### src/rtl/param_counter_if.sv
// rtl/param_counter_if.sv - control/status bundle between a counter and its driver
//
// Carries everything except clk/reset.
//   start, en, load, load_val, limit, dir, wrap : controls, driven by master
//   ct, c_end, busy, done                        : status, driven by slave (the counter)

interface param_counter_if #(
    parameter int WIDTH = 5
);
    logic             start;
    logic             en;
    logic             load;
    logic [WIDTH-1:0] load_val;
    logic [WIDTH-1:0] limit;
    logic             dir;
    logic             wrap;
    logic [WIDTH-1:0] ct;
    logic             c_end;
    logic             busy;
    logic             done;

    modport master (
        output start, en, load, load_val, limit, dir, wrap,
        input  ct, c_end, busy, done
    );

    modport slave (
        input  start, en, load, load_val, limit, dir, wrap,
        output ct, c_end, busy, done
    );
endinterface

### src/rtl/param_counter.sv
// rtl/param_counter.sv - bounded up/down run counter with saturate or wrap at terminal
//
// Ports:
//   clk    : rising-edge clock
//   reset  : synchronous, active-low reset
//   bus    : param_counter_if.slave
//            start/load begin a run (load wins), en advances it one step per cycle,
//            limit/dir/wrap are captured only when a run begins,
//            ct is the registered count, c_end flags ct at terminal outside IDLE,
//            busy flags RUN, done is a one-cycle pulse after arriving at terminal.
//
// Terminal is lim_q counting up and 0 counting down; the start value is the
// opposite end. With wrap clear, arriving at terminal parks the counter in HOLD.

module param_counter #(
    parameter int WIDTH       = 5,
    parameter int DIR_UP_ONLY = 0
) (
    input  logic         clk,
    input  logic         reset,
    param_counter_if.slave bus
);

    typedef enum logic [1:0] {
        IDLE = 2'd0,
        RUN  = 2'd1,
        HOLD = 2'd2
    } state_t;

    state_t           state;
    state_t           state_n;
    logic [WIDTH-1:0] ct_q;
    logic [WIDTH-1:0] ct_n;
    logic [WIDTH-1:0] lim_q;
    logic [WIDTH-1:0] lim_n;
    logic             dir_q;
    logic             dir_n;
    logic             wrap_q;
    logic             wrap_n;
    logic             done_q;
    logic             done_n;

    // Decodes of the captured run parameters.
    logic [WIDTH-1:0] term_val;
    logic [WIDTH-1:0] start_val;
    logic [WIDTH-1:0] step_ct;

    // Decodes of the incoming parameters, used on the edge a run begins.
    logic             dir_in;
    logic [WIDTH-1:0] seed_ct;
    logic [WIDTH-1:0] seed_term;
    logic             seed_at_term;

    always_comb begin
        dir_in    = (DIR_UP_ONLY != 0) ? 1'b0 : bus.dir;
        term_val  = dir_q ? '0 : lim_q;
        start_val = dir_q ? lim_q : '0;
        // Only used when ct != term_val, so it never leaves 0..lim_q.
        step_ct   = dir_q ? (ct_q - WIDTH'(1)) : (ct_q + WIDTH'(1));
    end

    always_comb begin
        seed_ct = '0;
        if (bus.load) begin
            // load_val is clamped so ct can never sit above the new bound.
            seed_ct = (bus.load_val > bus.limit) ? bus.limit : bus.load_val;
        end else begin
            seed_ct = dir_in ? bus.limit : '0;
        end
        seed_term    = dir_in ? '0 : bus.limit;
        seed_at_term = (seed_ct == seed_term);
    end

    // State and data registers.
    always_ff @(posedge clk) begin
        if (!reset) begin
            state  <= IDLE;
            ct_q   <= '0;
            lim_q  <= '0;
            dir_q  <= 1'b0;
            wrap_q <= 1'b0;
            done_q <= 1'b0;
        end else begin
            state  <= state_n;
            ct_q   <= ct_n;
            lim_q  <= lim_n;
            dir_q  <= dir_n;
            wrap_q <= wrap_n;
            done_q <= done_n;
        end
    end

    // Next-state and next-data logic; load and start share one path and
    // differ only in the seed value.
    always_comb begin
        state_n = state;
        ct_n    = ct_q;
        lim_n   = lim_q;
        dir_n   = dir_q;
        wrap_n  = wrap_q;
        done_n  = 1'b0;

        if (bus.load || bus.start) begin
            ct_n    = seed_ct;
            lim_n   = bus.limit;
            dir_n   = dir_in;
            wrap_n  = bus.wrap;
            done_n  = seed_at_term;
            state_n = (seed_at_term && !bus.wrap) ? HOLD : RUN;
        end else if (state == RUN && bus.en) begin
            if (ct_q == term_val) begin
                if (wrap_q) begin
                    ct_n   = start_val;
                    // Only a zero-length run lands back on terminal here.
                    done_n = (start_val == term_val);
                end else begin
                    state_n = HOLD;
                end
            end else begin
                ct_n = step_ct;
                if (step_ct == term_val) begin
                    done_n = 1'b1;
                    if (!wrap_q) begin
                        state_n = HOLD;
                    end
                end
            end
        end
    end

    // Outputs depend only on registered state, never on inputs.
    always_comb begin
        bus.ct    = ct_q;
        bus.done  = done_q;
        bus.busy  = (state == RUN);
        bus.c_end = (state != IDLE) && (ct_q == term_val);
    end

endmodule
### src/flat_wrapper.sv
// flat-port wrapper written by rule: the top's interface ports become plain ports
module param_counter_flat 
#(
    parameter int WIDTH       = 5,
    parameter int DIR_UP_ONLY = 0
)
  (clk, reset, bus_start, bus_en, bus_load, bus_load_val, bus_limit, bus_dir, bus_wrap, bus_ct, bus_c_end, bus_busy, bus_done);
  param_counter_if #(.WIDTH(WIDTH)) bus_i ();
  input  logic clk;
  input  logic reset;
  input wire logic [$bits(bus_i.start)-1:0] bus_start;
  input wire logic [$bits(bus_i.en)-1:0] bus_en;
  input wire logic [$bits(bus_i.load)-1:0] bus_load;
  input wire logic [$bits(bus_i.load_val)-1:0] bus_load_val;
  input wire logic [$bits(bus_i.limit)-1:0] bus_limit;
  input wire logic [$bits(bus_i.dir)-1:0] bus_dir;
  input wire logic [$bits(bus_i.wrap)-1:0] bus_wrap;
  output wire logic [$bits(bus_i.ct)-1:0] bus_ct;
  output wire logic [$bits(bus_i.c_end)-1:0] bus_c_end;
  output wire logic [$bits(bus_i.busy)-1:0] bus_busy;
  output wire logic [$bits(bus_i.done)-1:0] bus_done;
  assign bus_i.start = bus_start;
  assign bus_i.en = bus_en;
  assign bus_i.load = bus_load;
  assign bus_i.load_val = bus_load_val;
  assign bus_i.limit = bus_limit;
  assign bus_i.dir = bus_dir;
  assign bus_i.wrap = bus_wrap;
  assign bus_ct = bus_i.ct;
  assign bus_c_end = bus_i.c_end;
  assign bus_busy = bus_i.busy;
  assign bus_done = bus_i.done;
  param_counter #(.WIDTH(WIDTH), .DIR_UP_ONLY(DIR_UP_ONLY)) u_core (.clk(clk), .reset(reset), .bus(bus_i));
endmodule
### config.mk
export PLATFORM = sky130hd
export DESIGN_NAME = param_counter_flat
export DESIGN_NICKNAME = d
export VERILOG_FILES = /design/src/rtl/param_counter_if.sv /design/src/rtl/param_counter.sv /design/src/flat_wrapper.sv
export SDC_FILE = /design/constraint.sdc
export NUM_CORES = 1
export LEC_CHECK = 0
export ABC_AREA = 1
export CAP_MARGIN = 0
export CORE_ASPECT_RATIO = 0.7
export CORE_UTILIZATION = 51
export DETAILED_ROUTE_END_ITERATION = 6
export HOLD_SLACK_MARGIN = 0.03
export PLACE_DENSITY_LB_ADDON = 0.25
export SLEW_MARGIN = 20
export SYNTH_ARGS = -nofsm -noshare
export SYNTH_HDL_FRONTEND = slang
export SYNTH_SLANG_ARGS = --single-unit
### constraint.sdc
create_clock -name clk -period 2.4 [get_ports clk]
set_input_delay 0.6 -clock clk [delete_from_list [all_inputs] [get_ports clk]]
set_output_delay 0.6 -clock clk [all_outputs]
set_load 0.03 [all_outputs]
Word-level counts from Yosys, hierarchy flattened
Index checks and enable logic that the tools add are counted.

word-level totals
  bits in read-only memories = 0
  output and inout bits = 8
  latch bits = 0
  flip-flop bits (word level) = 15
  memories = 0
  logic and storage cells = 47
  bits of input ports = 17
  memory bits (writable) = 0

cells by class
  multipliers = 0
  shift operators = 0
  reduce and logical (&&, ||, !) cells = 10
  $lt $le $gt $ge = 1
  bitwise operators = 0
  mux-type cells = 22
  add/subtract/negate cells = 2
  divide/modulo/power cells = 0
  eq/ne operators = 6

operators by type and width
  kind                                                   number
  2-to-1 mux 5 bit                                       11
  equality test 5 bit                                    4
  2-to-1 mux 2 bit                                       6
  adder 5 x 1 -> 5 bit, second input constant            1
  greater-than comparator 5 bit                          1
  2-to-1 mux 1 bit                                       5
  subtractor 5 x 1 -> 5 bit, second input constant       1
  AND reduction 2 bit                                    2
  nonzero test 2 bit                                     2
  logical AND 1 bit                                      3
  inequality test 3 x 1 -> 1 bit, second input constant  1
  nonzero test 3 bit                                     1
  equality test 2 x 1 -> 1 bit, second input constant    1
  zero test 1 bit                                        1
  logical OR 1 bit                                       1

Depth between registers and ports, before layout
Gate-level depths: netlist of the first run.

  depth in word-level cells = 7
  depth in mapped cells = 16
  mapped depth without buffers = 16

Least setup slack after synthesis of the first run
No wires, ideal clock.

  kind = reg2out
  from = register u_core.ct_q[0] (netlist: u_core.bus.ct[0])
  to = output bus_c_end
  data required time = 1.800 ns
  cell stages (with the launch flop) = 6
  path slack = 0.124 ns
  arrival = 1.676 ns
  path through = dfxtp_1 inv_1 xor2_2 nor3_2 nand2_2 a21oi_1

between the ends
  longest elaborated chain between the ends = 2

ends and longest elaborated chain
  item                    RTL line              RTL
  start, declared         param_counter.sv:32   logic [WIDTH-1:0] ct_q;
  start signal, assigned  param_counter.sv:85   ct_q <= ct_n;
  equality test 5 bit     param_counter.sv:136  bus.c_end = (state != IDLE) && (ct_q == term_val);
  logical AND 1 bit       param_counter.sv:136
  end, declared           flat_wrapper.sv:19    output wire logic [$bits(bus_i.c_end)-1:0] bus_c_end;

No other way between the ends.

Worst setup path in the final report of the first run
  from = input bus_load_val[0]
  to = register u_core.state[0]

between the ends
  longest elaborated chain between the ends = 7

ends and longest elaborated chain
  item                           RTL line              RTL
  start, declared                flat_wrapper.sv:14    input wire logic [$bits(bus_i.load_val)-1:0] bus_load_val;
  greater-than comparator 5 bit  param_counter.sv:66   seed_ct = (bus.load_val > bus.limit) ? bus.limit : bus.load_val;
  2-to-1 mux 5 bit *             param_counter.sv:66
  2-to-1 mux 5 bit *             param_counter.sv:64   if (bus.load) begin
  equality test 5 bit *          param_counter.sv:71   seed_at_term = (seed_ct == seed_term);
  logical AND 1 bit *            param_counter.sv:109  state_n = (seed_at_term && !bus.wrap) ? HOLD : RUN;
  2-to-1 mux 2 bit *             param_counter.sv:109
  2-to-1 mux 2 bit *             param_counter.sv:103  if (bus.load || bus.start) begin
  end signal, assigned           param_counter.sv:84   state <= state_n;
  end, declared                  param_counter.sv:30   state_t state;

Mark *: on every way between the ends. The rest lies on a longest branch, timed or not.
A chain may end at the register's enable or synchronous reset.

==> flow_summary.ini, run 1 <==
[run_status]
status = finished, final reports clean

[synth]
synth_top_family_by_area = simple AND/OR/NAND/NOR gates
async_reset_ff_share_pct = 0
syn_area_um2 = 1368
synthCells = 219
ys_types = 31
synth_warnings = 0
synth_edf_count = 0
syn-num-nets = 245
synth-seq-cells = 15
yosys.area_share.xor_xnor_pct = 6.953
synth_most_common_cell = nand2_1
yosysTopAreaCellShare_pct = 21.96
synth-compound-area-share_pct = 16.47
synth.yosys.seq_area_share_pct = 21.96
synth_fa_ha_area_share_pct = 8.783
synth.area.mux_share_pct = 0
synth-simple-area-share_pct = 34.22
synth_flop_cell = dfxtp_1
synthTopCellsByArea = dfxtp_1 (22%), nand2_1 (13%), nand3_1 (10%)
syn_area_per_cell_um2 = 6.245
yosysTopAreaCell = dfxtp_1
synth_common_cells = nand2_1 (48), inv_1 (34), nand3_1 (28)

[final_layout]
finalNetCount = 294
instances_no_fill = 301
layout-area-overhead-vs-synth_pct = 48.12
antenna_cells = 0
final_util_pct = 81.15
fillers = 168
drive_above_1_share_pct = 24.34
design_area_um2 = 2026

[global_routing]
grt_remaining_overflow = 0
grt_pass1_wl_mm = 6.982
grt_pass1_vias = 1514
grt_util_all_layers_pct = 31.68
grt_max_degree = 16
antenna_found_initial = 0

[timing]
slew_viol_final = 0
finalHoldViolations = 0
setup_viol = 0
clock-skew-final_ps = 3.656
worst_pin_slew_ps = 411.6
fin_crit_ps = 2294
maxSlewHeadroom_pct = 72.46
fmax_mhz = 436.0
postLayoutSetupSlackWorst_ps = 106.4
fin_crit_sh_pct = 95.57

[pwr]
p_leak_nw = 1.002
max-vdd-ir-drop_mv = 0.4405
power_w = 0.0009453
powerDensity_nw_per_um2 = 466.6

[critical_path]
critPathTopFamily = simple AND/OR/NAND/NOR gates
cp_slowest_cell = clkdlybuf4s50_1
endpoint_kind = register
cp-start-kind = primary input
path_class = primary input to register
crit_fanout = 5
path_cells = clkdlybuf4s50_1 -> inv_1 -> ha_4 -> inv_1 -> nand2_2 -> nand3_4 -> buf_6 -> nand3_1 -> nand3_2 -> nand3b_1 -> nand2_1 -> nand2_1 -> inv_2 -> nand3_2 -> nand2_1 -> a21oi_1
cpMostUsedCell = nand2_1
cp.required_ps = 2530
crit_path_max_incr_delay_ps = 450
crit_buf_inv = 5
cp.arrival_ps = 2430

[hold_path]
hp-class = register to register

[route]
drc_errors = 0
ant_nets = 0
vias_per_cell = 5.651
vias = 1701
wl_mm = 4.418
wl_per_cell_um = 14.68
highest_layer = met4
drtIter0Drc = 227
route.met3.wl_um = 476
met1_length_mm = 1.920
drt-pass1-iter-count = 5
routed-wl-met2_mm = 1.869

[floorplanning]
die_w_um = 63.89
core_um2 = 2496
die_y_um = 45.33
die_area_um2 = 2896
start_util_pct = 54.79
rows = 15
io_pins = 25

[place]
dp.final_hpwl_mm = 2.911
place_ws_ps = -450.5
io_buffers = 24
placed_cells = 295
dpl-instance-area_um2 = 1789
gp_congestion = 0.9275

[clocking]
cts_buffers = 3
cts_tree = done
path_clk_slew_ps = 60
root_buffer = clkbuf_8
clk_latency_ps = 250
cts.sinks = 15
cts_buffer_depth = 2
cts_hold_buf = 0
htreeDepth = 1

[run]
maxCapViolCount = 0
[cell usage in the layout (no fill, tap or decap), types with 3 or more instances in the layout]
master and count:
nand2_1 41, a22oi_1 3, nand2_4 4, o21ai_0 10, nand3_2 6, ha_4 5, xor2_1 3, ha_1 3
nor2_1 16, buf_4 24, nand4_1 4, dlymetal6s2s_1 8, xnor2_1 6, a21oi_1 17, nand2_2 6, clkbuf_8 3
nand3_1 21, inv_2 7, inv_1 29, clkdlybuf4s50_1 15, dfxtp_1 14
[stage by stage]
stage / hold slack, ps / TNS (ps)
3_5_place_dp: 482.5 / -2792
5_1_grt: 533.2 / -21.08
2_1_floorplan: 456.3 / 0
6_report: 495.7 / 0
3_3_place_gp: 475.7 / -2224
4_1_cts: 496.3 / 0
[power breakdown]
part | total, W | switching, W | internal (W) | leakage [nW]
Combinational | 0.000447 | 0.000255 | 0.000192 | 0.854
Clock | 0.000205 | 0.0000875 | 0.000118 | 0.0228
Sequential | 0.000293 | 0.0000242 | 0.000269 | 0.125
[timing repair]
item,in CTS,in global routing
buffers inserted,1,1
resized for setup,23,19
cloned,0,0
pin swaps,9,9
endpoints found under the setup margin,8,9
hold endpoints to repair,0,0
[final timing paths]
check / slack [ps] / depth (start not counted) / endpoint / from
max: 110 / 16 / u_core.state[0] / bus_load_val[0]
min: 500 / 2 / u_core.state[0] / u_core.state[0]
max reg2reg: 340 / 11 / u_core.state[1] / u_core.dir_q
min reg2reg: 500 / 2 / u_core.state[0] / u_core.state[0]
[routing by layer]
metal / up-vias / GRT usage (%)
met2: 136 / 49.57
li1: 817 / -
met4: 0 / 8.182
met5: - / 0
met1: 724 / 44.19
met3: 24 / 7.323
[cells by family (layout without fill, tap and decap cells)]
family	count (synthesis)	in the layout
flip-flops	15	15
adder cells (fa/ha/maj)	9	9
AO/OA/AOI/OAI	40	40
buffers and inverters	40	88
XOR/XNOR	10	10
AND/OR/NAND/NOR	105	105
[flip-flops by register name, indices dropped and copies added (netlist names)]
signal,flops
u_core.state,2
u_core.wrap_q,1
u_core.bus.done,1
u_core.dir_q,1
u_core.bus.ct,5
u_core.lim_q,5
[tightest hold or removal path, cell delays in order (launching register included)]
cell,delay (ps)
dfxtp_1,320
nand3_1,80
a21oi_1,60
[area by class of cell]
cell class | count | area [um^2] | share of cell area, %
Tap cell | 34 | 42.54 | 2.100
Inverter | 36 | 135.1 | 6.671
Multi-Input combinational cell | 164 | 1060 | 52.32
Clock buffer | 4 | 45.04 | 2.224
Sequential cell | 15 | 301.5 | 14.89
Timing Repair Buffer | 48 | 441.7 | 21.80
(Power assumes the default switching activity.)
==> inputs of run 2 (changes only) <==
RECOVER_POWER = 100   (was default)
clock period = 2.7 ns   (was 2.4 ns; I/O delays follow)
==> flow_summary.ini, run 2 (synthesis gave the netlist of run 1 again) <==
[run_status]
status = finished, final reports clean

[critical_path]
crit_path_max_incr_delay_ps = 480
path_class = primary input to register
reg2reg_from = u_core.dir_q
cp.arrival_ps = 2780
cpMostUsedCell = nand2_1
r2r_cells = 12
startpoint = bus_limit[2]
crit_cells = 17
crit_buf_inv = 4
cp-start-kind = primary input
path_cells = clkdlybuf4s50_1 -> inv_1 -> ha_4 -> nand2_2 -> nor2_4 -> nand2_2 -> nand3_4 -> buf_4 -> nand3_1 -> nand3_1 -> nand3b_1 -> nand2_1 -> nand2_1 -> inv_2 -> nand3_2 -> nand2_1 -> a21oi_1
cp.required_ps = 2830
critPathTopFamily = simple AND/OR/NAND/NOR gates
crit_fanout = 5
endpoint_kind = register
cp_slowest_cell = clkdlybuf4s50_1

[final_layout]
fillers = 191
antenna_cells = 0
drive_above_1_share_pct = 21.21
final_cell_mix = nand2_1 (40), inv_1 (32), nand3_1 (20), buf_4 (20), a21oi_1 (17)
layout-area-overhead-vs-synth_pct = 42.63
instances_no_fill = 298
design_area_um2 = 1951
layout_commonest_cell = nand2_1
finalNetCount = 291

[timing]
hold_ws_ps = 481.4
clock-skew-final_ps = 3.861
slew_viol_final = 0
fmax_mhz = 377.2
fin_crit_ps = 2651
finalHoldViolations = 0
fin_tns_setup_ps = 0
fin_crit_sh_pct = 98.18
setup_viol = 0
worst_pin_slew_ps = 597.9
maxSlewHeadroom_pct = 60.14

[clocking]
clk_latency_ps = 250
path_clk_slew_ps = 60
cts_buffer_depth = 2
htreeDepth = 1
cts_tree = done
root_buffer = clkbuf_8
cts_buffers = 3
cts_hold_buf = 0
cts.sinks = 15

[run]
maxCapViolCount = 0

[place]
dpl-instance-area_um2 = 1777
placed_cells = 293
dp.final_hpwl_mm = 2.957
io_buffers = 24
gp_congestion = 0.9097

[floorplanning]
io_pins = 25
die_y_um = 45.33
rows = 15
die_area_um2 = 2896
core_um2 = 2496
start_util_pct = 54.79
die_w_um = 63.89

[global_routing]
grt_util_all_layers_pct = 27.69
antenna_found_initial = 0
grt_max_degree = 16
grt_remaining_overflow = 0
grt_pass1_wl_mm = 6.009
grt_pass1_vias = 1321

[route]
drc_errors = 0
vias_per_cell = 5.597
wl_per_cell_um = 14.09
drt-pass1-iter-count = 4
ant_nets = 0
vias = 1668
wl_mm = 4.200
drtIter0Drc = 164

[hold_path]
hold_start = u_core.state[0]
hold-path-cell-count = 2
hp-class = register to register

[pwr]
max-vdd-ir-drop_mv = 0.3377
power_w = 0.0008166
p_leak_nw = 0.9308
powerDensity_nw_per_um2 = 418.6
==> run 2: cell types whose count changed in the layout (fill, tap and decap cells not counted), sizes merged <==
cell / before / now
buf: 25 / 20
dlygate4sd2: 0 / 1
clkbuf: 4 / 5
dlymetal6s2s: 8 / 1
dlygate4sd3: 0 / 8
clkdlybuf4s50: 15 / 14
==> run 2: path summary, 6_finish.rpt <==
check	to	slack [ps]
max	u_core.state[0]	50
min	u_core.state[0]	480
max reg2reg	u_core.state[1]	550
min reg2reg	u_core.state[0]	480
==> run 2: power by group <==
part | total [W] | internal [W] | switching (W)
sequential | 0.000256 | 0.000239 | 0.0000168
clock | 0.000181 | 0.000104 | 0.0000769
combinational | 0.000380 | 0.000158 | 0.000222
total | 0.000817 | 0.000501 | 0.000315
==> run 2: area by class of cell <==
class | instances | area (um^2) | area share (%)
Multi-Input combinational cell | 164 | 1032 | 52.92
Tap cell | 34 | 42.54 | 2.181
Sequential cell | 15 | 300.3 | 15.39
Clock buffer | 4 | 45.04 | 2.309
Inverter | 36 | 135.1 | 6.928
Timing Repair Buffer | 45 | 395.4 | 20.27
==> run 2: worst register-to-register path: stages, from the launching register on <==
cell and delay (ps):
dfxtp_1 310, buf_4 170, ha_1 340, a21oi_1 140, nand2_1 80, xnor2_1 220
or2_2 150, nand3_1 70, o21ai_1 200, nand2_1 110, nand3_1 100, nand2_1 100
a21oi_2 110
==> run 2: layer usage <==
metal,wire length [um],track usage (%)
met1,1828,40.74
met2,1822,40.85
met3,471,7.576
met4,78,4.091
met5,0,0
==> run 2: stage by stage <==
stage / worst slack, ps / util (%)
floorplan: 348.6 / -
global placement: -168.8 / 71.18
detailed placement: -287.9 / 71.18
CTS: 55.50 / 73.23
global route: -89.04 / 78.15
finish: 49.22 / 78.15
==> run 2: what timing repair did <==
item,in CTS,in global routing
buffers inserted,0,1
setup endpoints to repair,3,8
pin swaps,0,8
gates resized for setup,3,26
==> inputs of run 3 (changes only) <==
CELL_PAD_IN_SITES_DETAIL_PLACEMENT = 0   (was default)
CELL_PAD_IN_SITES_GLOBAL_PLACEMENT = 1   (was default)
CORE_UTILIZATION = 39   (was 51)
GPL_ROUTABILITY_DRIVEN = 0   (was default)
MAX_ROUTING_LAYER = met4   (was default)
==> flow_summary.ini, run 3 (synthesis gave the netlist of run 1 again) <==
[run_status]
status = finished, final reports clean

[clocking]
cts_tree = done
cts_buffer_depth = 2
clk_latency_ps = 250
cts_hold_buf = 0
htreeDepth = 1
cts.sinks = 15
cts_buffers = 3
path_clk_slew_ps = 60
root_buffer = clkbuf_8

[final_layout]
antenna_cells = 0
layout-area-overhead-vs-synth_pct = 42.09
layout_commonest_cell = nand2_1
final_cell_mix = nand2_1 (42), inv_1 (32), nand3_1 (24), buf_4 (22), a21oi_1 (17)
design_area_um2 = 1943
drive_above_1_share_pct = 18.80
finalNetCount = 293

[run]
maxCapViolCount = 0

[timing]
setup_viol = 0
slew_viol_final = 0
finalHoldViolations = 0
worst_pin_slew_ps = 573.5
fin_tns_setup_ps = 0
postLayoutSetupSlackWorst_ps = 89.52
fin_crit_sh_pct = 96.68
clock-skew-final_ps = 4.970
maxSlewHeadroom_pct = 61.76
fmax_mhz = 383.1
fin_crit_ps = 2610
hold_ws_ps = 491.6

[critical_path]
path_class = primary input to register
cp-start-kind = primary input
critPathTopFamily = simple AND/OR/NAND/NOR gates
path_cells = clkdlybuf4s50_1 -> inv_1 -> ha_1 -> nand2_1 -> nor2_4 -> nand2_2 -> nand3_4 -> buf_4 -> nand3_1 -> nand3_2 -> nand2_2 -> nor2_1 -> nor2_1 -> nor2_2 -> nand3_2 -> nand2_1 -> a21oi_1
crit_fanout = 5
endpoint_kind = register
cp_slowest_cell = clkdlybuf4s50_1
crit_path_max_incr_delay_ps = 480
cp.required_ps = 2830
cp.arrival_ps = 2740
crit_buf_inv = 3

[place]
place_ws_ps = -318.0
dpl-instance-area_um2 = 1800
io_buffers = 24
dp.final_hpwl_mm = 2.968

[global_routing]
grt_pass1_wl_mm = 6.127
grt_remaining_overflow = 0
grt_max_degree = 16
grt_util_all_layers_pct = 22.19
antenna_found_initial = 0
grt_pass1_vias = 1314

[floorplanning]
die_y_um = 51.55
die_w_um = 72.78
io_pins = 25
rows = 17
core_um2 = 3254
start_util_pct = 42.02
die_area_um2 = 3751

[route]
wl_mm = 3.820
vias = 1537
drtIter0Drc = 128
drc_errors = 0
wl_per_cell_um = 12.20
ant_nets = 0
drt-pass1-iter-count = 4
vias_per_cell = 4.911

[pwr]
powerDensity_nw_per_um2 = 413.2
power_w = 0.0008028
max-vdd-ir-drop_mv = 0.3201
p_leak_nw = 0.9401

[hold_path]
hp-class = register to register
==> run 3: changes by cell type in the layout (fill, tap and decap cells not counted), moves of 2 or more <==
cell / delta
buf_4: +2
nand2_1: +2
nand2_2: -2
nand3_1: +4
nand3_2: -4
==> run 3: layer usage <==
layer / vias to the layer above / track usage, % / wire (um) / part of all wire [%]
li1: 814 / - / - / -
met1: 673 / 34.68 / 2120 / 55
met2: 48 / 28.04 / 1439 / 38
met3: 2 / 5.233 / 246 / 6.4
met4: 0 / 4.248 / 14 / 0.37
met5: - / - / 0 / 0
==> run 3: per-stage QoR <==
stage	cells	utilization (%)
finish	313	59.71
global route	313	59.71
CTS	311	56.90
detailed placement	307	55.32
global placement	307	55.32
floorplan	219	-
==> run 3: area by class of cell <==
type | instances | area, um^2
Clock buffer | 4 | 45.04
Fill cell | 323 | 1311
Inverter | 36 | 135.1
Multi-Input combinational cell | 164 | 991.0
Sequential cell | 15 | 300.3
Tap cell | 47 | 58.81
Timing Repair Buffer | 47 | 412.9
==> run 3: path summary, 6_finish.rpt <==
check                                     start  cells past startpoint  slack (ps)              end
worst max-delay path               bus_limit[1]                     17          90  u_core.state[0]
worst min-delay path            u_core.state[0]                      2         490  u_core.state[0]
worst max register to register     u_core.dir_q                     12         580  u_core.state[1]
worst min register to register  u_core.state[0]                      2         490  u_core.state[0]
==> run 3: power breakdown <==
group | total (W) | switching [W] | internal (W)
registers | 0.000255 | 0.0000161 | 0.000239
logic | 0.000364 | 0.000207 | 0.000157
clock network | 0.000184 | 0.0000797 | 0.000105
==> run 3: tightest hold or removal path, delay by kind of cell (launching register included) <==
| family | cells | cell delay (ps) |
|---|---|---|
| DFF | 1 | 310 |
| AOI/OAI and AO/OA | 1 | 60 |
| and+or+nand+nor | 1 | 80 |
==> run 3: timing repair <==
item	4_1_cts	5_1_grt
setup buffers	0	2
pin swaps	0	8
gates resized for setup	3	20
endpoints found under the setup margin	4	4
